### config.mk
export PLATFORM = sky130hd
export DESIGN_NAME = num_glyph_pixel
export DESIGN_NICKNAME = d
export VERILOG_FILES = /design/src/rtl/num_glyph_pixel.sv
export SDC_FILE = /design/constraint.sdc
export NUM_CORES = 1
export LEC_CHECK = 0
export BUFFER_PORTS_ARGS = -buffer_cell sky130_fd_sc_hd__buf_4
export CELL_PAD_IN_SITES_DETAIL_PLACEMENT = 1
export CELL_PAD_IN_SITES_GLOBAL_PLACEMENT = 1
export CORE_AREA = 2 2 119 121
export DETAILED_ROUTE_END_ITERATION = 12
export DIE_AREA = 0 0 121 123
export PLACE_DENSITY = 0.86
export SYNTH_ARGS = -nofsm -noshare
export SYNTH_HDL_FRONTEND = slang
export SYNTH_SLANG_ARGS = --single-unit
### constraint.sdc
create_clock -name clk -period 11.64 [get_ports clk]
set_clock_uncertainty 0.15 [all_clocks]
set_input_delay 2.328 -clock clk [delete_from_list [all_inputs] [get_ports clk]]
set_output_delay 2.328 -clock clk [all_outputs]
set_load 0.005 [all_outputs]
### src/rtl/num_glyph_pixel.sv
// num_glyph_pixel
// ---------------------------------------------------------------------------
// Purpose:
//    Overlays one cell glyph on the VGA pixel stream. The glyph can be a digit
//    1-8, a mine or a flag. Glyphs come from an internal 8x16 bitmap ROM. Each
//    bitmap is magnified by 2**SCALE_LOG2 and drawn in a colour chosen by its
//    code. The pipeline has three register stages:
//       stage 1 : window test, glyph column/row, sample of the per-pixel inputs
//       stage 2 : registered ROM read of one bitmap line
//       stage 3 : bit select, blanking and compositing into rgb_out
//    The VGA timing signals go through a plain 3-deep delay line, so they stay
//    aligned with rgb_out.
//
// Ports:
//    clk, rst                  pixel clock, asynchronous active-high reset
//    hcount_in/vcount_in       11-bit pixel counters
//    hsync_in/vsync_in         sync strobes
//    hblnk_in/vblnk_in         blanking strobes
//    rgb_in                    upstream 12-bit pixel colour
//    tile_x/tile_y             top-left corner of the glyph, per pixel
//    glyph_code                0 blank, 1-8 digit, 9 mine, 10 flag, else blank
//    glyph_en                  0 forces passthrough for this pixel
//    *_out                     timing delayed by 3 cycles
//    rgb_out                   composited pixel
//    glyph_hit                 1 when rgb_out carries glyph foreground
// ---------------------------------------------------------------------------
module num_glyph_pixel #(
   parameter int          SCALE_LOG2 = 1,
   parameter logic [11:0] BG_BLANK   = 12'h000
) (
   input  logic        clk,
   input  logic        rst,
   input  logic [10:0] hcount_in,
   input  logic        hsync_in,
   input  logic        hblnk_in,
   input  logic [10:0] vcount_in,
   input  logic        vsync_in,
   input  logic        vblnk_in,
   input  logic [11:0] rgb_in,
   input  logic [10:0] tile_x,
   input  logic [10:0] tile_y,
   input  logic [3:0]  glyph_code,
   input  logic        glyph_en,
   output logic [10:0] hcount_out,
   output logic        hsync_out,
   output logic        hblnk_out,
   output logic [10:0] vcount_out,
   output logic        vsync_out,
   output logic        vblnk_out,
   output logic [11:0] rgb_out,
   output logic        glyph_hit
);

   // On-screen footprint of one glyph after magnification.
   localparam logic [11:0] GLYPH_W = 12'd8 << SCALE_LOG2;
   localparam logic [11:0] GLYPH_H = 12'd16 << SCALE_LOG2;

   // Bitmap ROM contents. Only rows 2..11 of each glyph can be non-zero, so
   // every glyph is stored as ten packed bytes with row 2 in the top byte.
   // Codes outside 1..10 read as all zeros.
   function automatic logic [7:0] romLine(input logic [7:0] addr);
      logic [79:0] rows;
      int          sel;
      rows = '0;
      case (addr[7:4])
         4'd1:    rows = 80'h18_38_78_18_18_18_18_18_18_7E;
         4'd2:    rows = 80'h7C_C6_06_0C_18_30_60_C0_C6_FE;
         4'd3:    rows = 80'h7C_C6_06_06_3C_06_06_06_C6_7C;
         4'd4:    rows = 80'h0C_1C_3C_6C_CC_FE_0C_0C_0C_1E;
         4'd5:    rows = 80'hFE_C0_C0_C0_FC_06_06_06_C6_7C;
         4'd6:    rows = 80'h38_60_C0_C0_FC_C6_C6_C6_C6_7C;
         4'd7:    rows = 80'hFE_C6_06_06_0C_18_30_30_30_30;
         4'd8:    rows = 80'h7C_C6_C6_C6_7C_C6_C6_C6_C6_7C;
         4'd9:    rows = 80'h10_54_38_FE_38_54_10_00_00_00;
         4'd10:   rows = 80'h30_38_3C_38_30_30_30_30_FC_FC;
         default: rows = '0;
      endcase
      if ((addr[3:0] >= 4'd2) && (addr[3:0] <= 4'd11)) begin
         sel     = 8 * (11 - int'(addr[3:0]));
         romLine = rows[sel +: 8];
      end else begin
         romLine = 8'h00;
      end
   endfunction

   // Foreground colour for each glyph code.
   function automatic logic [11:0] fgColour(input logic [3:0] code);
      case (code)
         4'd1:    fgColour = 12'h00F;
         4'd2:    fgColour = 12'h080;
         4'd3:    fgColour = 12'hF00;
         4'd4:    fgColour = 12'h008;
         4'd5:    fgColour = 12'h800;
         4'd6:    fgColour = 12'h088;
         4'd7:    fgColour = 12'h000;
         4'd8:    fgColour = 12'h888;
         4'd9:    fgColour = 12'h000;
         4'd10:   fgColour = 12'hF00;
         default: fgColour = 12'h000;
      endcase
   endfunction

   // Stage 1 combinational window test. The window ends are summed in 12 bits,
   // so a tile near the right or bottom edge cannot wrap its end back past zero.
   // The counters are compared before any subtraction. Because of that, the
   // wrapped difference only matters for pixels inside the window.
   logic [11:0] w_xEnd;
   logic [11:0] w_yEnd;
   logic        w_inX;
   logic        w_inY;
   logic        w_codeOk;
   logic [10:0] w_dx;
   logic [10:0] w_dy;
   logic [2:0]  w_col;
   logic [3:0]  w_row;

   assign w_xEnd   = {1'b0, tile_x} + GLYPH_W;
   assign w_yEnd   = {1'b0, tile_y} + GLYPH_H;
   assign w_inX    = ({1'b0, hcount_in} >= {1'b0, tile_x}) && ({1'b0, hcount_in} < w_xEnd);
   assign w_inY    = ({1'b0, vcount_in} >= {1'b0, tile_y}) && ({1'b0, vcount_in} < w_yEnd);
   assign w_codeOk = (glyph_code >= 4'd1) && (glyph_code <= 4'd10);
   assign w_dx     = hcount_in - tile_x;
   assign w_dy     = vcount_in - tile_y;
   assign w_col    = 3'(w_dx >> SCALE_LOG2);
   assign w_row    = 4'(w_dy >> SCALE_LOG2);

   // Stage 1 registers. Each pixel keeps its own glyph position and code. The
   // valid flag combines the window test, the enable and the code range. The
   // later stages therefore never need the raw tile inputs.
   logic [2:0]  r1Col;
   logic [3:0]  r1Row;
   logic [3:0]  r1Code;
   logic        r1Valid;
   logic [11:0] r1Rgb;
   logic [10:0] r1Hcount;
   logic [10:0] r1Vcount;
   logic        r1Hsync;
   logic        r1Hblnk;
   logic        r1Vsync;
   logic        r1Vblnk;

   always_ff @(posedge clk or posedge rst) begin
      if (rst) begin
         r1Col    <= '0;
         r1Row    <= '0;
         r1Code   <= '0;
         r1Valid  <= 1'b0;
         r1Rgb    <= '0;
         r1Hcount <= '0;
         r1Vcount <= '0;
         r1Hsync  <= 1'b0;
         r1Hblnk  <= 1'b0;
         r1Vsync  <= 1'b0;
         r1Vblnk  <= 1'b0;
      end else begin
         r1Col    <= w_col;
         r1Row    <= w_row;
         r1Code   <= glyph_code;
         r1Valid  <= w_inX && w_inY && glyph_en && w_codeOk;
         r1Rgb    <= rgb_in;
         r1Hcount <= hcount_in;
         r1Vcount <= vcount_in;
         r1Hsync  <= hsync_in;
         r1Hblnk  <= hblnk_in;
         r1Vsync  <= vsync_in;
         r1Vblnk  <= vblnk_in;
      end
   end

   // Stage 2 performs the synchronous ROM read at address {code, row}. The
   // column, code and timing are carried alongside the line so that they stay
   // aligned with the bitmap line they belong to.
   logic [7:0]  r2Line;
   logic [2:0]  r2Col;
   logic [3:0]  r2Code;
   logic        r2Valid;
   logic [11:0] r2Rgb;
   logic [10:0] r2Hcount;
   logic [10:0] r2Vcount;
   logic        r2Hsync;
   logic        r2Hblnk;
   logic        r2Vsync;
   logic        r2Vblnk;

   always_ff @(posedge clk or posedge rst) begin
      if (rst) begin
         r2Line   <= '0;
         r2Col    <= '0;
         r2Code   <= '0;
         r2Valid  <= 1'b0;
         r2Rgb    <= '0;
         r2Hcount <= '0;
         r2Vcount <= '0;
         r2Hsync  <= 1'b0;
         r2Hblnk  <= 1'b0;
         r2Vsync  <= 1'b0;
         r2Vblnk  <= 1'b0;
      end else begin
         r2Line   <= romLine({r1Code, r1Row});
         r2Col    <= r1Col;
         r2Code   <= r1Code;
         r2Valid  <= r1Valid;
         r2Rgb    <= r1Rgb;
         r2Hcount <= r1Hcount;
         r2Vcount <= r1Vcount;
         r2Hsync  <= r1Hsync;
         r2Hblnk  <= r1Hblnk;
         r2Vsync  <= r1Vsync;
         r2Vblnk  <= r1Vblnk;
      end
   end

   // Stage 3 selects the pixel bit from the line. Bit 7 is the leftmost pixel.
   // Blanking wins over everything, and then glyph foreground wins over the
   // upstream colour.
   logic w_blank;
   logic w_bit;
   logic w_hit;

   assign w_blank = r2Hblnk || r2Vblnk;
   assign w_bit   = r2Line[3'd7 - r2Col];
   assign w_hit   = r2Valid && w_bit && !w_blank;

   // The output registers are the last stage of the pipeline.
   always_ff @(posedge clk or posedge rst) begin
      if (rst) begin
         rgb_out    <= '0;
         glyph_hit  <= 1'b0;
         hcount_out <= '0;
         vcount_out <= '0;
         hsync_out  <= 1'b0;
         hblnk_out  <= 1'b0;
         vsync_out  <= 1'b0;
         vblnk_out  <= 1'b0;
      end else begin
         if (w_blank) begin
            rgb_out <= BG_BLANK;
         end else if (w_hit) begin
            rgb_out <= fgColour(r2Code);
         end else begin
            rgb_out <= r2Rgb;
         end
         glyph_hit  <= w_hit;
         hcount_out <= r2Hcount;
         vcount_out <= r2Vcount;
         hsync_out  <= r2Hsync;
         hblnk_out  <= r2Hblnk;
         vsync_out  <= r2Vsync;
         vblnk_out  <= r2Vblnk;
      end
   end

endmodule

==> impl_metrics.env <==
export IMPL_status="complete, no violations"
export IMPL_seq_area_frac_synth_pct=55.5
export IMPL_cp_arrival_ps=4250
export IMPL_yosysTopAreaCell="dfrtp_1"
export IMPL_leakagePower_nw=3.78
export IMPL_power_switching_fraction_pct=27.7
export IMPL_fill_cells=1409
export IMPL_die_w_um=121
export IMPL_fin_cells=847
export IMPL_period_share_pct=35.1
export IMPL_track_usage_pct=26.5
export IMPL_tns_ps=0
export IMPL_synth_async_reset_ratio_pct=100
export IMPL_antenna_found_initial=0
export IMPL_drive_gt1_share_pct=24.1
export IMPL_cts_resized=0
export IMPL_critical_path_max_stage_delay_ps=300
export IMPL_max_slew_margin_pct=38.2
export IMPL_yosysTopAreaCellShare_pct=55.5
export IMPL_hpwl_mm=12.5
export IMPL_num_io_pins=106
export IMPL_rsz0062_at_grt="false"
export IMPL_crit_chain="buf_4 -> ha_1 -> and3_1 -> nand3_1 -> xnor2_1 -> ha_1 -> a22o_1 -> nor4_1 -> a31oi_1 -> nor4_1"
export IMPL_cts_tree="built"
export IMPL_cp_max_fo=5
export IMPL_hold_buffers=0
export IMPL_grt_pass1_wl_mm=29.3
export IMPL_startpoint_type="primary input"
export IMPL_yosysWarnings=0
export IMPL_slew_viol_final=0
export IMPL_p_comb_share_pct=16.4
export IMPL_critPathKind="in -> reg"
export IMPL_totalPowerFinal_mw=1.30
export IMPL_drtIter0Drc=315
export IMPL_syn2layout_area_growth_pct=23.6
export IMPL_synth_edf_count=0
export IMPL_clock_power_share_pct=40.9
export IMPL_hold_path_class="reg -> reg"
export IMPL_numPortBuffers=105
export IMPL_drc=0
export IMPL_worstSetupEndpointType="flop"
export IMPL_num_nets_final=770
export IMPL_synth_area_leaders="dfrtp_1, ha_1, a21oi_1"
export IMPL_maxCapViolations=0
export IMPL_peakVddDrop_v=0.000105
export IMPL_p_int_mw=0.942
export IMPL_synth_most_common_cell="dfrtp_1"
export IMPL_antenna_left=0
export IMPL_clockBufferDepth=2
export IMPL_die_y_um=123
export IMPL_vias=4844
export IMPL_post_cts_buffers=0
export IMPL_cts_inserted_buffers=17
export IMPL_clkTransAtPathRegs_ps=60
export IMPL_ys_flop_type="dfrtp_1"
export IMPL_synth_area_per_cell_um2=11.7
export IMPL_power_switching_mw=0.361
export IMPL_grt_overflow=0
export IMPL_clock_sinks=142
export IMPL_htree_levels=4
export IMPL_fmax_mhz=245
export IMPL_grt_pass1_vias=5520
export IMPL_avgRoutedWirePerCell_um=21.4
export IMPL_ys_ff_latch=142
export IMPL_synthCells=547
export IMPL_core_um2=13600
export IMPL_drt_wl_total_mm=18.2
export IMPL_netlist_area_um2=6400
export IMPL_setup_violations=0
export IMPL_synth_cell_types=71
export IMPL_routed_via_density=5.72
export IMPL_syn_nets=663
export IMPL_dieArea_um2=14900
export IMPL_antenna_cells=0
export IMPL_slowest_stage="nor4_1"
export IMPL_seqPwrFrac_pct=42.6
export IMPL_gp_congestion=0.919
export IMPL_hold_viol=0
export IMPL_firstDrtPassIters=5
export IMPL_tightest_slew_ps=927
export IMPL_dpl_cell_count=815
export IMPL_fin_crit_ps=4090
export IMPL_root_buffer="clkbuf_16"
export IMPL_initial_core_util_pct=47.0
export IMPL_grt_max_degree=77
export IMPL_required_ps=11810
export IMPL_ys_top_cells_by_count="dfrtp_1, ha_1, inv_1, a21oi_1, o21ai_0"
export IMPL_num_rows=43
export IMPL_power_density_nw_per_um2=165
export IMPL_clk_insertion_delay_late_ps=430
final timing paths:
| path | start | to | slack (ps) | depth (start not counted) |
|---|---|---|---|---|
| worst max-delay path | tile_x[4] | r1Valid | 7550 | 10 |
| worst min-delay path | r1Vcount[1] | r2Vcount[1] | 190 | 0 |
| worst max register to register | r1Code[1] | r2Line[4] | 8590 | 7 |
| worst min register to register | r1Vcount[1] | r2Vcount[1] | 190 | 0 |
| max in group asynchronous | rst | r2Hcount[4] | 8160 | 3 |
| min in group asynchronous | rst | hcount_out[1] | 1830 | 2 |
cell type report:
type | count | area [um^2] | area share (%)
Sequential cell | 142 | 3550 | 44.9
Inverter | 40 | 155 | 1.96
Clock inverter | 12 | 135 | 1.71
Clock buffer | 20 | 447 | 5.64
Multi-Input combinational cell | 344 | 2580 | 32.6
Timing Repair Buffer | 109 | 818 | 10.3
Tap cell | 180 | 225 | 2.85
routing by layer:
metal | part of all wire [%] | global-route usage, % | vias up
met3 | 5.7 | 5.86 | 59
met4 | 4.5 | 15.2 | 0
met1 | 36 | 29.1 | 2417
li1 | - | - | 2168
met2 | 53 | 47.4 | 200
met5 | 0 | 0 | -
logic make-up (layout without fill, tap and decap cells):
family / Yosys count / in the layout / share of synthesized area [%]
buf+inv: 61 / 181 / 4.18
flops: 142 / 142 / 55.5
xor+xnor: 15 / 15 / 2.05
simple gates: 125 / 125 / 11.1
fa+ha+maj: 49 / 49 / 9.81
mux: 12 / 12 / 2.35
compound gates: 143 / 143 / 15.0
power groups by stage:
stage	clock network, mW	registers [mW]	logic (mW)
6_report	0.534	0.556	0.214
3_3_place_gp	0	0.558	0.200
5_1_grt	0.565	0.559	0.236
3_5_place_dp	0	0.563	0.209
2_1_floorplan	0	0.549	0.137
4_1_cts	0.543	0.556	0.213
state kept, by name, indices dropped and copies added, names as in the netlist, 3 cells and up:
register / flops
r1Rgb: 12
r2Rgb: 12
r2Hcount: 11
vcount_out: 11
r1Col: 3
r2Vcount: 11
r1Row: 4
r1Hcount: 11
r2Line: 7
hcount_out: 11
r1Code: 4
rgb_out: 12
r2Col: 3
r2Code: 4
r1Vcount: 11
per-stage QoR:
stage	setup slack, ps	util, %	area [um^2]	hold slack (ps)
6_report	7550	58.1	7920	194
5_1_grt	7350	58.1	7920	199
4_1_cts	7560	58.1	7920	199
3_5_place_dp	7140	53.9	7330	186
3_3_place_gp	7300	53.9	7330	182
2_1_floorplan	5350	-	6400	181
worst max-delay path: cells and delay by family:
family                     cells  cell delay [ps]
AOI/OAI and AO/OA              2              370
xor gates and xnor gates       1              170
buffers and inverters          1              110
and+or+nand+nor                4              820
adders and majority gates      2              460
placed cells by master, fill, tap and decap left out, types with 10 or more instances in the layout:
cell type and count:
nor2b_1 10, nor2_1 14, nand2b_1 17, xnor2_1 13, dfrtp_1 142, a21oi_1 31
o21ai_0 23, a21o_1 17, inv_1 37, nand2_1 21, nor3_1 13, nand3_1 10
buf_4 109, clkbuf_16 17, ha_1 47
No activity file was read; power rests on OpenSTA's default activity.
